### src/rtl/p_s_converter_pkg.sv
// Shared serial-link definitions: FSM encodings common to the transmitter and receiver.
package p_s_converter_pkg;

  localparam int unsigned ST_W = 1;

  localparam logic [ST_W-1:0] ST_IDLE  = 1'b0;
  localparam logic [ST_W-1:0] ST_SHIFT = 1'b1;

endpackage

### src/rtl/p_s_converter.sv
// Parallel-to-serial transmitter: MSB-first shift-out with a one-word holding buffer
// so that back-to-back words leave no idle bit between them.
module p_s_converter
  import p_s_converter_pkg::*;
#(
  parameter int unsigned C_BITS_IN    = 8,
  parameter logic        C_IDLE_LEVEL = 1'b0
) (
  input  logic                 CK,
  input  logic                 RST,
  input  logic [C_BITS_IN-1:0] D,
  input  logic                 LOAD,
  output logic                 READY,
  output logic                 Q,
  output logic                 FRAME,
  output logic                 BUSY
);

  localparam int unsigned    CNT_W   = (C_BITS_IN > 1) ? $clog2(C_BITS_IN) : 1;
  localparam logic [CNT_W-1:0] CNT_MAX = CNT_W'(C_BITS_IN - 1);

  logic [ST_W-1:0]      state, state_n;
  logic [C_BITS_IN-1:0] sreg, sreg_n;
  logic [C_BITS_IN-1:0] hold, hold_n;
  logic                 hold_full, hold_full_n;
  logic [CNT_W-1:0]     cnt, cnt_n;
  logic                 accept;
  logic                 q_n, frame_n, busy_n;

  // READY mirrors !hold_full, so acceptance depends only on registered state
  assign accept = LOAD && !hold_full;

  // Next-state and next-output decode
  always_comb begin
    state_n     = state;
    sreg_n      = sreg;
    hold_n      = hold;
    hold_full_n = hold_full;
    cnt_n       = cnt;

    case (state)
      ST_IDLE: begin
        if (accept) begin
          sreg_n  = D;
          cnt_n   = CNT_MAX;
          state_n = ST_SHIFT;
        end
      end
      default: begin
        if (cnt != '0) begin
          sreg_n = {sreg[C_BITS_IN-2:0], 1'b0};
          cnt_n  = cnt - CNT_W'(1);
          if (accept) begin
            hold_n      = D;
            hold_full_n = 1'b1;
          end
        end else if (hold_full) begin
          sreg_n      = hold;
          cnt_n       = CNT_MAX;
          hold_full_n = 1'b0;
        end else if (accept) begin
          // Word arriving on the last bit with an empty buffer goes straight to the shifter
          sreg_n = D;
          cnt_n  = CNT_MAX;
        end else begin
          state_n = ST_IDLE;
        end
      end
    endcase

    busy_n  = (state_n == ST_SHIFT);
    q_n     = busy_n ? sreg_n[C_BITS_IN-1] : C_IDLE_LEVEL;
    // Counter only sits at its maximum in the first cycle of a word
    frame_n = busy_n && (cnt_n == CNT_MAX);
  end

  always_ff @(posedge CK) begin
    if (RST) begin
      state     <= ST_IDLE;
      sreg      <= '0;
      hold      <= '0;
      hold_full <= 1'b0;
      cnt       <= '0;
      READY     <= 1'b1;
      Q         <= C_IDLE_LEVEL;
      FRAME     <= 1'b0;
      BUSY      <= 1'b0;
    end else begin
      state     <= state_n;
      sreg      <= sreg_n;
      hold      <= hold_n;
      hold_full <= hold_full_n;
      cnt       <= cnt_n;
      READY     <= !hold_full_n;
      Q         <= q_n;
      FRAME     <= frame_n;
      BUSY      <= busy_n;
    end
  end

endmodule

### config.mk
export PLATFORM = sky130hd
export DESIGN_NAME = p_s_converter
export DESIGN_NICKNAME = d
export VERILOG_FILES = /design/src/rtl/p_s_converter_pkg.sv /design/src/rtl/p_s_converter.sv
export SDC_FILE = /design/constraint.sdc
export NUM_CORES = 1
export LEC_CHECK = 0
export ABC_CLOCK_PERIOD_IN_PS = 1600
export CAP_MARGIN = 15
export CORE_ASPECT_RATIO = 0.9
export CORE_UTILIZATION = 35
export DETAILED_ROUTE_END_ITERATION = 12
export DONT_BUFFER_PORTS = 1
export GPL_TIMING_DRIVEN = 0
export HOLD_SLACK_MARGIN = 0.15
export MAX_ROUTING_LAYER = met4
export SYNTH_ARGS = -nofsm -noshare
export SYNTH_HDL_FRONTEND = slang
export SYNTH_SLANG_ARGS = --single-unit
### constraint.sdc
create_clock -name CK -period 1.6 [get_ports CK]
set_input_delay 0.24 -clock CK [delete_from_list [all_inputs] [get_ports CK]]
set_output_delay 0.24 -clock CK [all_outputs]
set_load 0.05 [all_outputs]
# Word level (Yosys, flattened, before mapping)
# Index checks and enable logic that the tools add are counted.
# W data, S select, Z words.
[op_classes]
n_addsub = 1
n_eq_ne = 1
n_mux = 15
bitwise = 1
reduce_logical = 7
[op_table]
columns = ["operator", "count"]
rows = [
  ["$mux W8", 4],
  ["$mux W3", 4],
  ["$mux W1", 7],
  ["$eq A3 B3 Y1 const B", 1],
  ["$reduce_and A3 Y1", 1],
  ["$reduce_bool A3 Y1", 1],
  ["$sub A3 B1 Y3 const B", 1],
  ["$logic_and A1 B1 Y1", 2],
  ["$logic_not A1 Y1", 2],
  ["$reduce_or A2 Y1", 1],
  ["$not A1 Y1", 1],
]
[totals]
regBits = 24
input_bits = 11
output_inout_bits = 4
word_cells = 33

# Depth between registers and ports, before layout
# Gate-level depths: netlist of run 1.
[logic_depth]
word_depth = 8
mapped_depth = 7
mapped_depth_nobuf = 6

# Least setup slack after synthesis of run 1
# Ideal clock, no wire load.
[synth_timing]
path_kind = "reg2reg"
startpoint = "reg state"
endpoint = "reg FRAME"
setup_ns = 0.116
arrival_time_ns = 1.499
required_time_ns = 1.484
path_slack_ns = -0.014
path_stages_with_launch = 6
period_less_slack_ns = 1.614
path_cell_list = "dfxtp_1 > buf_2 > inv_1 > o41ai_1 > nor3_1 > and3_1"
[synth_via]
elab_chain_cells = 3
word_cells_on_any_way = 4
[synth_lines]
columns = ["element", "line", "text"]
rows = [
  ["start: declaration", "p_s_converter.sv:22", "logic [ST_W-1:0] state, state_n;"],
  ["start signal: assignment", "p_s_converter.sv:89", "state <= state_n;"],
  ["$mux W3", "p_s_converter.sv:41", "case (state)"],
  ["$eq A3 B3 Y1", "p_s_converter.sv:74", "frame_n = busy_n && (cnt_n == CNT_MAX);"],
  ["$logic_and A1 B1 Y1 *", "p_s_converter.sv:74", ""],
  ["end signal: assignment", "p_s_converter.sv:96", "FRAME <= frame_n;"],
  ["end: declaration", "p_s_converter.sv:15", "output logic FRAME,"],
]
# Every way passes the cells marked *; elsewhere a longest branch is shown, timed or not.
# A chain may end at the register's enable or synchronous reset.

# Worst setup path in the final report of run 1
# Ends and elaborated chain as after synthesis.

==> metrics.csv, run 1 <==
stage;metric;value;unit
outcome;outcome;completed;
yosys;synth_seq_cells;23;
sta;final.min_clock_period;1.51;ns
die;fp.dieH;53.5;um
detailed_routing;wl_met2;1.03;mm
yosys;synth_area_leaders;dfxtp_1 (45%), mux2i_1 (6.8%), a211oi_1 (5.1%);
global_routing;global_route.overflow_total;0;
yosys;synth_area_leader_cell;dfxtp_1;
clocking;cts.sinks;23;
run;drv_cap;0;
yosys;synth_most_common_cell;dfxtp_1;
detailed_routing;ant_nets;0;
finish;fin_nets;139;
detailed_routing;top_layer_used;met4;
sta;rsz0062_at_grt;no;
finish;multiInputGateArea;515;sq um
detailed_routing;via_count;854;
detailed_routing;wl_per_cell;14.2;um
global_routing;grt_max_degree;13;
sta;slew_headroom;63.4;%
clocking;insertion_delay;0.31;ns
clocking;root_buffer;clkbuf_4;
yosys;synth-async-reset-ratio;0;%
sta;max_clock_freq;0.664;GHz
global_routing;antenna_found_initial;0;
sta;finalMaxSlewViolations;0;
finish;regArea;465;sq um
yosys;synth-edff-count;0;
finish;fin_area;1230;sq um
sta;setup_viol;0;
pwr;power_density;1000;nW/um^2
detailed_routing;wl_met1;1.20;mm
yosys;synthTopCellsByCount;dfxtp_1 (23), nand2_1 (9), a21oi_1 (8);
yosys;ys_types;33;
setup_path;end_kind;register;
setup_path;timing.reg2reg.setup_slack;0.09;ns
pwr;vdd_drop_max;0.539;mV
sta;tightest_slew;0.548;ns
global_routing;grt_pass1_vias;818;
die;dieWidth;59.2;um
clocking;clockBufferDepth;2;
sta;setup_tns;0;ns
detailed_routing;wirelength;2.34;mm
pwr;pwr-share-seq;56.7;%
clocking;cts.htree.levels;1;
finish;area_growth;18.8;%
clocking;cts_tree;done;
finish;drive_above_1_share;14.4;%
finish;antennaDiodeCount;0;
die;die_area;3170;sq um
detailed_routing;drc;0;
worst_hold_path;worstHoldPathType;primary input to register;
detailed_routing;drt_iter0_markers;26;
sta;hold_viol_final;0;
clocking;cts_made_buffers;3;
setup_path;critical_path_arrival;1.73;ns
setup_path;crit_fanout;9;
pwr;switchingPower;0.379;mW
setup_path;cp-start-kind;register;
global_routing;grt_usage;17.0;%
yosys;synth_area_per_cell;9.38;sq um
place;gp_congestion;0.736;
die;io_pins;15;
pwr;p_int;0.848;mW
clocking;cts.clk_slew.worst_paths;0.13;ns
yosys;yosysSeqAreaShare;44.6;%
die;start_util;37.3;%
finish;num-fill-cells;275;
detailed_routing;drtPass1Iterations;4;
detailed_routing;routed_via_density;5.18;
setup_path;setup.worst_path.class;register to register;
die;rows;18;
pwr;netSwitchingFraction;30.9;%
pwr;clkPwrFrac;22.0;%
global_routing;grt_pass1_wl;3.76;mm
pwr;power_frac_comb;21.4;%
detailed_routing;wl_met3;102;um
yosys;synth_top_cell_area_share;44.6;%
yosys;synth_fp_nets;123;
yosys;syn_inst;110;
sta;skew;0.0107;ns
die;core;2770;sq um
place;port_buffers;0;
pwr;p_leak;0.483;nW
sta;min_period_over_period;94.2;%
place;place_area;1080;sq um
setup_path;required;1.83;ns
place;dp_hpwl;1.56;mm
yosys;ys_warn_count;0;
yosys;synthesis.area;1030;sq um
yosys;synth_ff_type;dfxtp_1;
[path summary, 6_finish.rpt]
kind,start,to,depth (start not counted)
setup / recovery,state,FRAME,5
hold / removal,D[5],sreg[5],2
setup reg to reg,state,FRAME,5
hold reg to reg,hold[4],hold[4],2
[routing by layer]
metal	track usage (%)	up-vias
met5	-	-
met4	3.97	0
met3	6.60	2
met2	25.8	19
met1	21.3	406
li1	-	427
[cell usage in the layout (no fill, tap or decap), types with 3 or more instances in the layout]
cell	n
inv_1	4
dfxtp_1	21
o22ai_1	6
dlygate4sd3_1	10
a211oi_1	7
clkbuf_4	4
buf_4	3
a21oi_1	8
nor2_1	6
clkbuf_1	3
mux2i_1	7
nand3_1	7
nand2_1	9
[logic make-up (layout without fill, tap and decap cells)]
family | Yosys count | after routing | share of synthesized area, %
and+or+nand+nor | 35 | 35 | 18.2
AOI/OAI and AO/OA | 31 | 31 | 20.8
DFF | 23 | 23 | 44.6
buffers and inverters | 11 | 26 | 5.70
muxes | 8 | 8 | 8.24
adders and majority gates | 2 | 2 | 2.42
[sequential cells by signal, summed over array words and instances (netlist names)]
name and count:
hold 8, sreg 7, cnt 3, FRAME 1
Q 1, READY 1, hold_full 1, state 1
[stage by stage]
step           cells  hold WS [ns]  setup WS [ns]  total power [mW]  utilization (%)
6_report         165         0.148         0.0931              1.23             44.3
2_1_floorplan    110         0.299          0.162             0.893                -
3_5_place_dp     150         0.304         0.0225             0.944             39.1
5_1_grt          165         0.152        0.00971              1.30             44.3
3_3_place_gp     150         0.303         0.0422             0.936             39.1
4_1_cts          164         0.152         0.0113              1.23             43.7
[layout make-up]
| type | count | area share, % |
|---|---|---|
| inverters | 4 | 1.22 |
| flip-flops and latches | 23 | 38.0 |
| repair buffers | 11 | 8.78 |
| multi-input cells | 76 | 42.0 |
| plain buffers | 7 | 3.78 |
| well taps | 40 | 4.08 |
| clock buffers | 4 | 2.14 |
[power groups by stage]
stage	Clock, mW	Combinational [mW]	Sequential (mW)
floorplan	0	0.195	0.698
global placement	0	0.231	0.705
detailed placement	0	0.238	0.707
CTS	0.282	0.259	0.694
global route	0.302	0.292	0.702
finish	0.270	0.262	0.695
[repair_timing]
action	in CTS	in global routing
resized for setup	0	4
buffers inserted	0	1
hold buffers	10	0
endpoints found under the hold margin	14	0
endpoints found under the setup margin	0	21
[critical path: stages (launching register included)]
cell and delay, ns:
dfxtp_4 0.46, buf_2 0.23, inv_1 0.07, o41ai_1 0.42
nor3_1 0.09, and3_1 0.15
Note: power is estimated with default switching activity, not from simulation.
==> run 2: changes to the inputs <==
Settings changed: CTS_CLUSTER_SIZE from default to 14, SLEW_MARGIN from default to 40.
==> results of run 2 <==
Same layout as run 1: the final DEF is identical, and so are final timing and power.
==> run 3: changes to the inputs <==
Settings changed: DONT_BUFFER_PORTS 1 to default, SKIP_LAST_GASP from default to 1.
==> metrics.csv, run 3 (same netlist as run 1, synthesis figures left out) <==
stage;metric;value;unit;change
outcome;outcome;completed;;
clocking;insertion_delay;0.31;ns;about the same
die;rows;18;;unchanged
detailed_routing;drt_iter0_markers;27;;+3.8%
place;gp_congestion;0.749;;+1.7%
place;post-place-ws;-0.190;ns;-0.213 ns
clocking;cts.htree.levels;1;;unchanged
die;start_util;37.3;%;unchanged
sta;min_period_over_period;93.0;%;-1.2 points
global_routing;grt_max_degree;13;;unchanged
pwr;power_density;986;nW/um^2;-1.5%
die;io_pins;15;;unchanged
detailed_routing;routed_via_density;5.04;;-2.6%
run;drv_cap;0;;unchanged
pwr;p_int;0.863;mW;+1.8%
detailed_routing;drc;0;;unchanged
clocking;cts_tree;done;;
die;core;2770;sq um;unchanged
clocking;clockBufferDepth;2;;unchanged
finish;num-fill-cells;273;;-0.73%
finish;area_growth;22.5;%;
setup_path;setup.worst_path.class;register to register;;
pwr;vdd_drop_max;0.576;mV;+6.8%
finish;largestRegisters;hold x8, sreg x7, cnt x3;;
place;dp_hpwl;1.52;mm;-2.3%
global_routing;grt_usage;16.1;%;-0.95 points
global_routing;grt_pass1_vias;755;;-7.7%
clocking;postCtsHoldBufs;0;;-10
sta;hold_viol_final;0;;unchanged
pwr;pwr-share-seq;52.7;%;-4.0 points
pwr;power_frac_comb;25.8;%;+4.4 points
clocking;cts.clk_slew.worst_paths;0.13;ns;about the same
finish;largest_reg_flops;8;;unchanged
sta;setup_tns;0;ns;unchanged
global_routing;global_route.overflow_total;0;;unchanged
clocking;cts.sinks;23;;unchanged
pwr;p_leak;0.510;nW;+5.5%
detailed_routing;drtPass1Iterations;4;;unchanged
setup_path;crit_fanout;10;;+1
finish;regMostFlops;hold;;
pwr;netSwitchingFraction;30.7;%;-0.15 points
finish;fin_area;1260;sq um;+3.2%
sta;setup_viol;0;;unchanged
detailed_routing;wirelength;2.20;mm;-6.0%
sta;slew_headroom;62.1;%;-1.3 points
setup_path;required;1.82;ns;about the same
finish;fin_nets;143;;+2.9%
place;place_area;1220;sq um;+13%
sta;final.min_clock_period;1.49;ns;-0.0187 ns
finish;drive_above_1_share;14.0;%;-0.45 points
global_routing;antenna_found_initial;0;;unchanged
pwr;switchingPower;0.383;mW;+1.1%
finish;antennaDiodeCount;0;;unchanged
global_routing;grt_pass1_wl;3.51;mm;-6.6%
clocking;cts_made_buffers;3;;unchanged
sta;final.setup.worst_slack;0.112;ns;+0.0187 ns
setup_path;end_kind;register;;
setup_path;critical_path_arrival;1.70;ns;-0.03 ns
sta;max_clock_freq;0.672;GHz;+1.3%
pwr;report.power.total;1.25;mW;+1.6%
place;port_buffers;14;;+14
setup_path;cp-start-kind;register;;
detailed_routing;ant_nets;0;;unchanged
sta;tightest_slew;0.569;ns;+0.0202 ns
finish;final_cell_mix;dfxtp_1 (22), clkdlybuf4s50_1 (10), nand2_1 (9);;
detailed_routing;via_count;852;;-0.23%
die;fp.dieH;53.5;um;unchanged
finish;final_common_cell;dfxtp_1;;
die;dieWidth;59.2;um;unchanged
sta;finalMaxSlewViolations;0;;unchanged
sta;skew;0.00677;ns;-0.00397 ns
worst_hold_path;worstHoldPathType;register to register;;
sta;rsz0062_at_grt;no;;
detailed_routing;wl_per_cell;13.0;um;-8.2%
pwr;clkPwrFrac;21.6;%;-0.4 points
clocking;root_buffer;clkbuf_4;;
die;die_area;3170;sq um;unchanged
==> run 3: layer usage <==
layer | routed length [um] | global-route usage, % | up-vias
met4 | 21 | 6.35 | 0
met3 | 80 | 4.40 | 2
met2 | 987 | 23.8 | 12
met1 | 1120 | 20.7 | 401
met5 | 0 | - | -
li1 | - | - | 437
==> run 3: path summary, 6_finish.rpt <==
path | from | endpoint | slack [ns] | depth (start not counted)
max | cnt[0] | READY | 0.11 | 7
max reg2reg | cnt[0] | READY | 0.11 | 7
min | hold[6] | hold[6] | 0.47 | 2
min reg2reg | hold[6] | hold[6] | 0.47 | 2
==> run 3: timing repair <==
| item | CTS | global route |
|---|---|---|
| pin swaps | 0 | 1 |
| cloned | 0 | 0 |
| gates resized for setup | 4 | 4 |
| setup buffers | 0 | 1 |
| setup endpoints to repair | 4 | 11 |
==> run 3: power by group through the flow <==
stage                     clock network, mW  registers (mW)  logic [mW]
final                                 0.269           0.657       0.321
after global routing                  0.306           0.664       0.351
after CTS                             0.282           0.656       0.315
after detailed placement                  0           0.670       0.321
after global placement                    0           0.668       0.317
after floorplan                           0           0.698       0.195
==> run 3: critical path: stages, from the launching register on <==
cell and delay (ns):
dfxtp_1 0.40, inv_1 0.08, ha_2 0.23, nand2b_4 0.10
and2_1 0.14, buf_4 0.19, nand2_1 0.09, a21o_1 0.18
==> run 3: stage by stage <==
step | hold WS [ns] | util, % | cells
finish | 0.466 | 45.7 | 169
global route | 0.479 | 45.7 | 169
CTS | 0.469 | 44.9 | 168
detailed placement | 0.451 | 44.2 | 164
global placement | 0.443 | 44.2 | 164
floorplan | 0.299 | - | 110
==> run 3: final cells by class <==
class	count	area (sq um)	share of cell area, %
Buffer	7	46.3	3.66
Timing Repair Buffer	15	143	11.3
Clock buffer	4	26.3	2.08
Sequential cell	23	462	36.5
Tap cell	40	50.0	3.96
Multi-Input combinational cell	76	523	41.3
Inverter	4	15.0	1.19
==> RTL change: new RTL, config.mk and constraints of run 1 <==
Reset style: asynchronous (`RST`), changed in one clocked block.
--- a/src/rtl/p_s_converter.sv
+++ b/src/rtl/p_s_converter.sv
@@ -74,7 +74,7 @@
     frame_n = busy_n && (cnt_n == CNT_MAX);
   end
 
-  always_ff @(posedge CK) begin
+  always_ff @(posedge CK or posedge RST) begin
     if (RST) begin
       state     <= ST_IDLE;
       sreg      <= '0;
Formal check against the unedited RTL: differs if RST is asserted again (counterexample within 4 cycles, from zero or initial values and one cycle with RST high); with RST held inactive, the same outputs for 10 cycles.
==> RTL change against run 1 <==
  * Sequential cell count unchanged
  * Non-clock buffer count up 7
  * Utilization up 5.7 points
  * Routed wire length up 20%
  * First-iteration DRC count up 81%
  * Synthesized area up 18%
  * Design area up 30%
  * Worst hold slack better by 0.13 ns
  * Worst setup slack worse by 0.069 ns
  * Largest cell class unchanged
Power is not compared: it rests on default switching activity, and its combinational part moved more than twofold at a synthesized area within 25%.
==> RTL change: results (changes against run 1) <==
worst reg-to-reg setup slack: 0.02 ns (-0.07 ns)
Total Routing Usage GR: 15.6% (-1.4 points)
max reg flops: 8 (unchanged)
vias in the first global route: 905 (+11%)
Final min period: 1.58 ns (+0.0687 ns)
vias per std cell: 5.23 (+1.1%)
Hold WC Path Type: in2reg
Cells after Synth: 106 (-3.6%)
CTS root buf: clkbuf_8
Ant. Diodes: 0 (unchanged)
port bufs: 0 (unchanged)
initial antenna violation count: 0 (unchanged)
final std cells w/o fill: 169 (+2.4%)
hold_sp: D[0]
internal power: 1.90 mW
drt initial violations: 47 (+81%)
post-DP HPWL: 1650 µm (+5.6%)
Fin. Hold Viols: 0 (unchanged)
FF-to-FF Start: cnt[0]
register area share after synthesis: 47.5% (+2.9 points)
reg2reg path depth: 6 (+1)
gpl congestion: 0.746 (+1.4%)
Worst slew margin: 41.3% (-22 points)
clk buf depth: 2 (unchanged)
dpl ws: -0.286 ns (-0.309 ns)
Slowest-stage cell, CP: or3b_4
yosys warns: 0 (unchanged)
run status: complete, no violations
Post-Route WL: 2810 µm (+20%)
final clock skew: 0.00366 ns (-0.00709 ns)
hold endpoint: sreg[0]
die width: 64.1 µm (+8.2%)
largest net degree at the start of global routing: 24 (+11)
Syn Nets: 119 (-3.3%)
WHS Path Cells: 2 (unchanged)
top cells by count, synth: dfrtp_1 (22), nand2_1 (14), mux2_2 (9)
CTS Buf Count: 3 (unchanged)
dpl cells: 148 (-1.3%)
post-synthesis cell type count: 30 (-9.1%)
CTS clock-pin slew for the worst setup and hold paths: 0.08 ns (-0.05 ns)
Clock Latency Late Sink: 0.27 ns (-0.04 ns)
fin nets: 141 (+1.4%)
VDD IR max: 841 µV
R2R Path End: cnt[0]
first-pass GRT wire length: 4260 µm (+13%)
CP Max Fanout: 5 (-4)
drt pass-1 iters: 4 (unchanged)
Top Family by Delay on Critical Path: simple AND/OR/NAND/NOR gates
Async S/R FF share, synth: 100% (+100 points)
Area contributors post-synth: dfrtp_1 (45%), mux2_2 (8.3%), or4bb_1 (5.6%), nand2_1 (4.3%), mux2i_1 (4.1%)
worst stage delay on the critical path: 0.40 ns (-0.06 ns)
layout cells sized above 1: 35.4% (+21 points)
htree depth: 1 (unchanged)
final-layout fill cell count: 295 (+7.3%)
-- RTL change: cell count changes in the layout (fill, tap and decap cells not counted), sizes merged, moves of 6 or more --
| cell | change |
|---|---|
| a21oi | -6 |
| buf | +10 |
| dfrtp | +22 |
| dfxtp | -23 |
| mux2 | +8 |
| nand3 | -8 |
| nor2 | -6 |
| or4bb | +6 |
-- RTL change: power by group through the flow --
| stage | clock network [mW] | registers, mW | logic [mW] |
|---|---|---|---|
| 2_1_floorplan | 0 | 1.11 | 0.859 |
| 3_3_place_gp | 0 | 1.15 | 1.00 |
| 3_5_place_dp | 0 | 1.16 | 1.04 |
| 4_1_cts | 0.378 | 1.15 | 1.20 |
| 5_1_grt | 0.403 | 1.20 | 1.63 |
| 6_report | 0.370 | 1.16 | 1.51 |
-- RTL change: worst max path at each step --
| stage | from | end |
|---|---|---|
| floorplan | cnt[0] | hold[0] |
| global placement | cnt[0] | hold[6] |
| detailed placement | cnt[0] | hold[2] |
| CTS | cnt[1] | cnt[1] |
| global route | cnt[1] | cnt[0] |
| finish | cnt[0] | cnt[0] |
-- RTL change: through the flow --
stage               hold WS, ns  total power, mW  cell area, µm²
floorplan                 0.241             1.97            1220
global placement          0.369             2.16            1270
detailed placement        0.373             2.20            1270
CTS                       0.280             2.73            1490
global route              0.294             3.23            1590
finish                    0.279             3.04            1590
-- RTL change: cell families (layout without fill, tap and decap cells) --
family          after synthesis  in the layout  synth area share, %
compound gates               23             23                 14.5
fa+ha+maj                     2              2                 2.06
buf+inv                      14             35                 7.11
flops                        23             23                 47.5
mux                          14             14                 12.5
simple gates                 30             30                 16.4
-- RTL change: repair_timing --
action	in CTS	in global routing
gates cloned	0	1
hold buffers	9	0
endpoints found under the hold margin	36	0
resized for setup	6	22
setup endpoints to repair	20	18
setup buffers	7	1
pin swaps	2	2
-- RTL change: worst reg2reg max path, cell delays in order (launching register included) --
cell     delay [ns]
dfrtp_1        0.39
inv_2          0.08
ha_4           0.17
buf_8          0.11
or3b_4         0.40
a21oi_4        0.20
mux2i_1        0.10
-- RTL change: final cells by class --
cell class	instances	area share, %
plain buffers	7	4.16
repair buffers	18	12.0
inverters	6	1.41
clock buffers	4	2.83
well taps	42	3.30
multi-input cells	69	40.0
flip-flops and latches	23	36.3
-- RTL change: routing by layer --
layer,global-route usage [%],share of wire [%],vias up
met5,-,0,-
met4,0.952,0,0
met3,4.92,3.9,0
met2,26.0,48,18
met1,19.6,49,441
li1,-,-,425
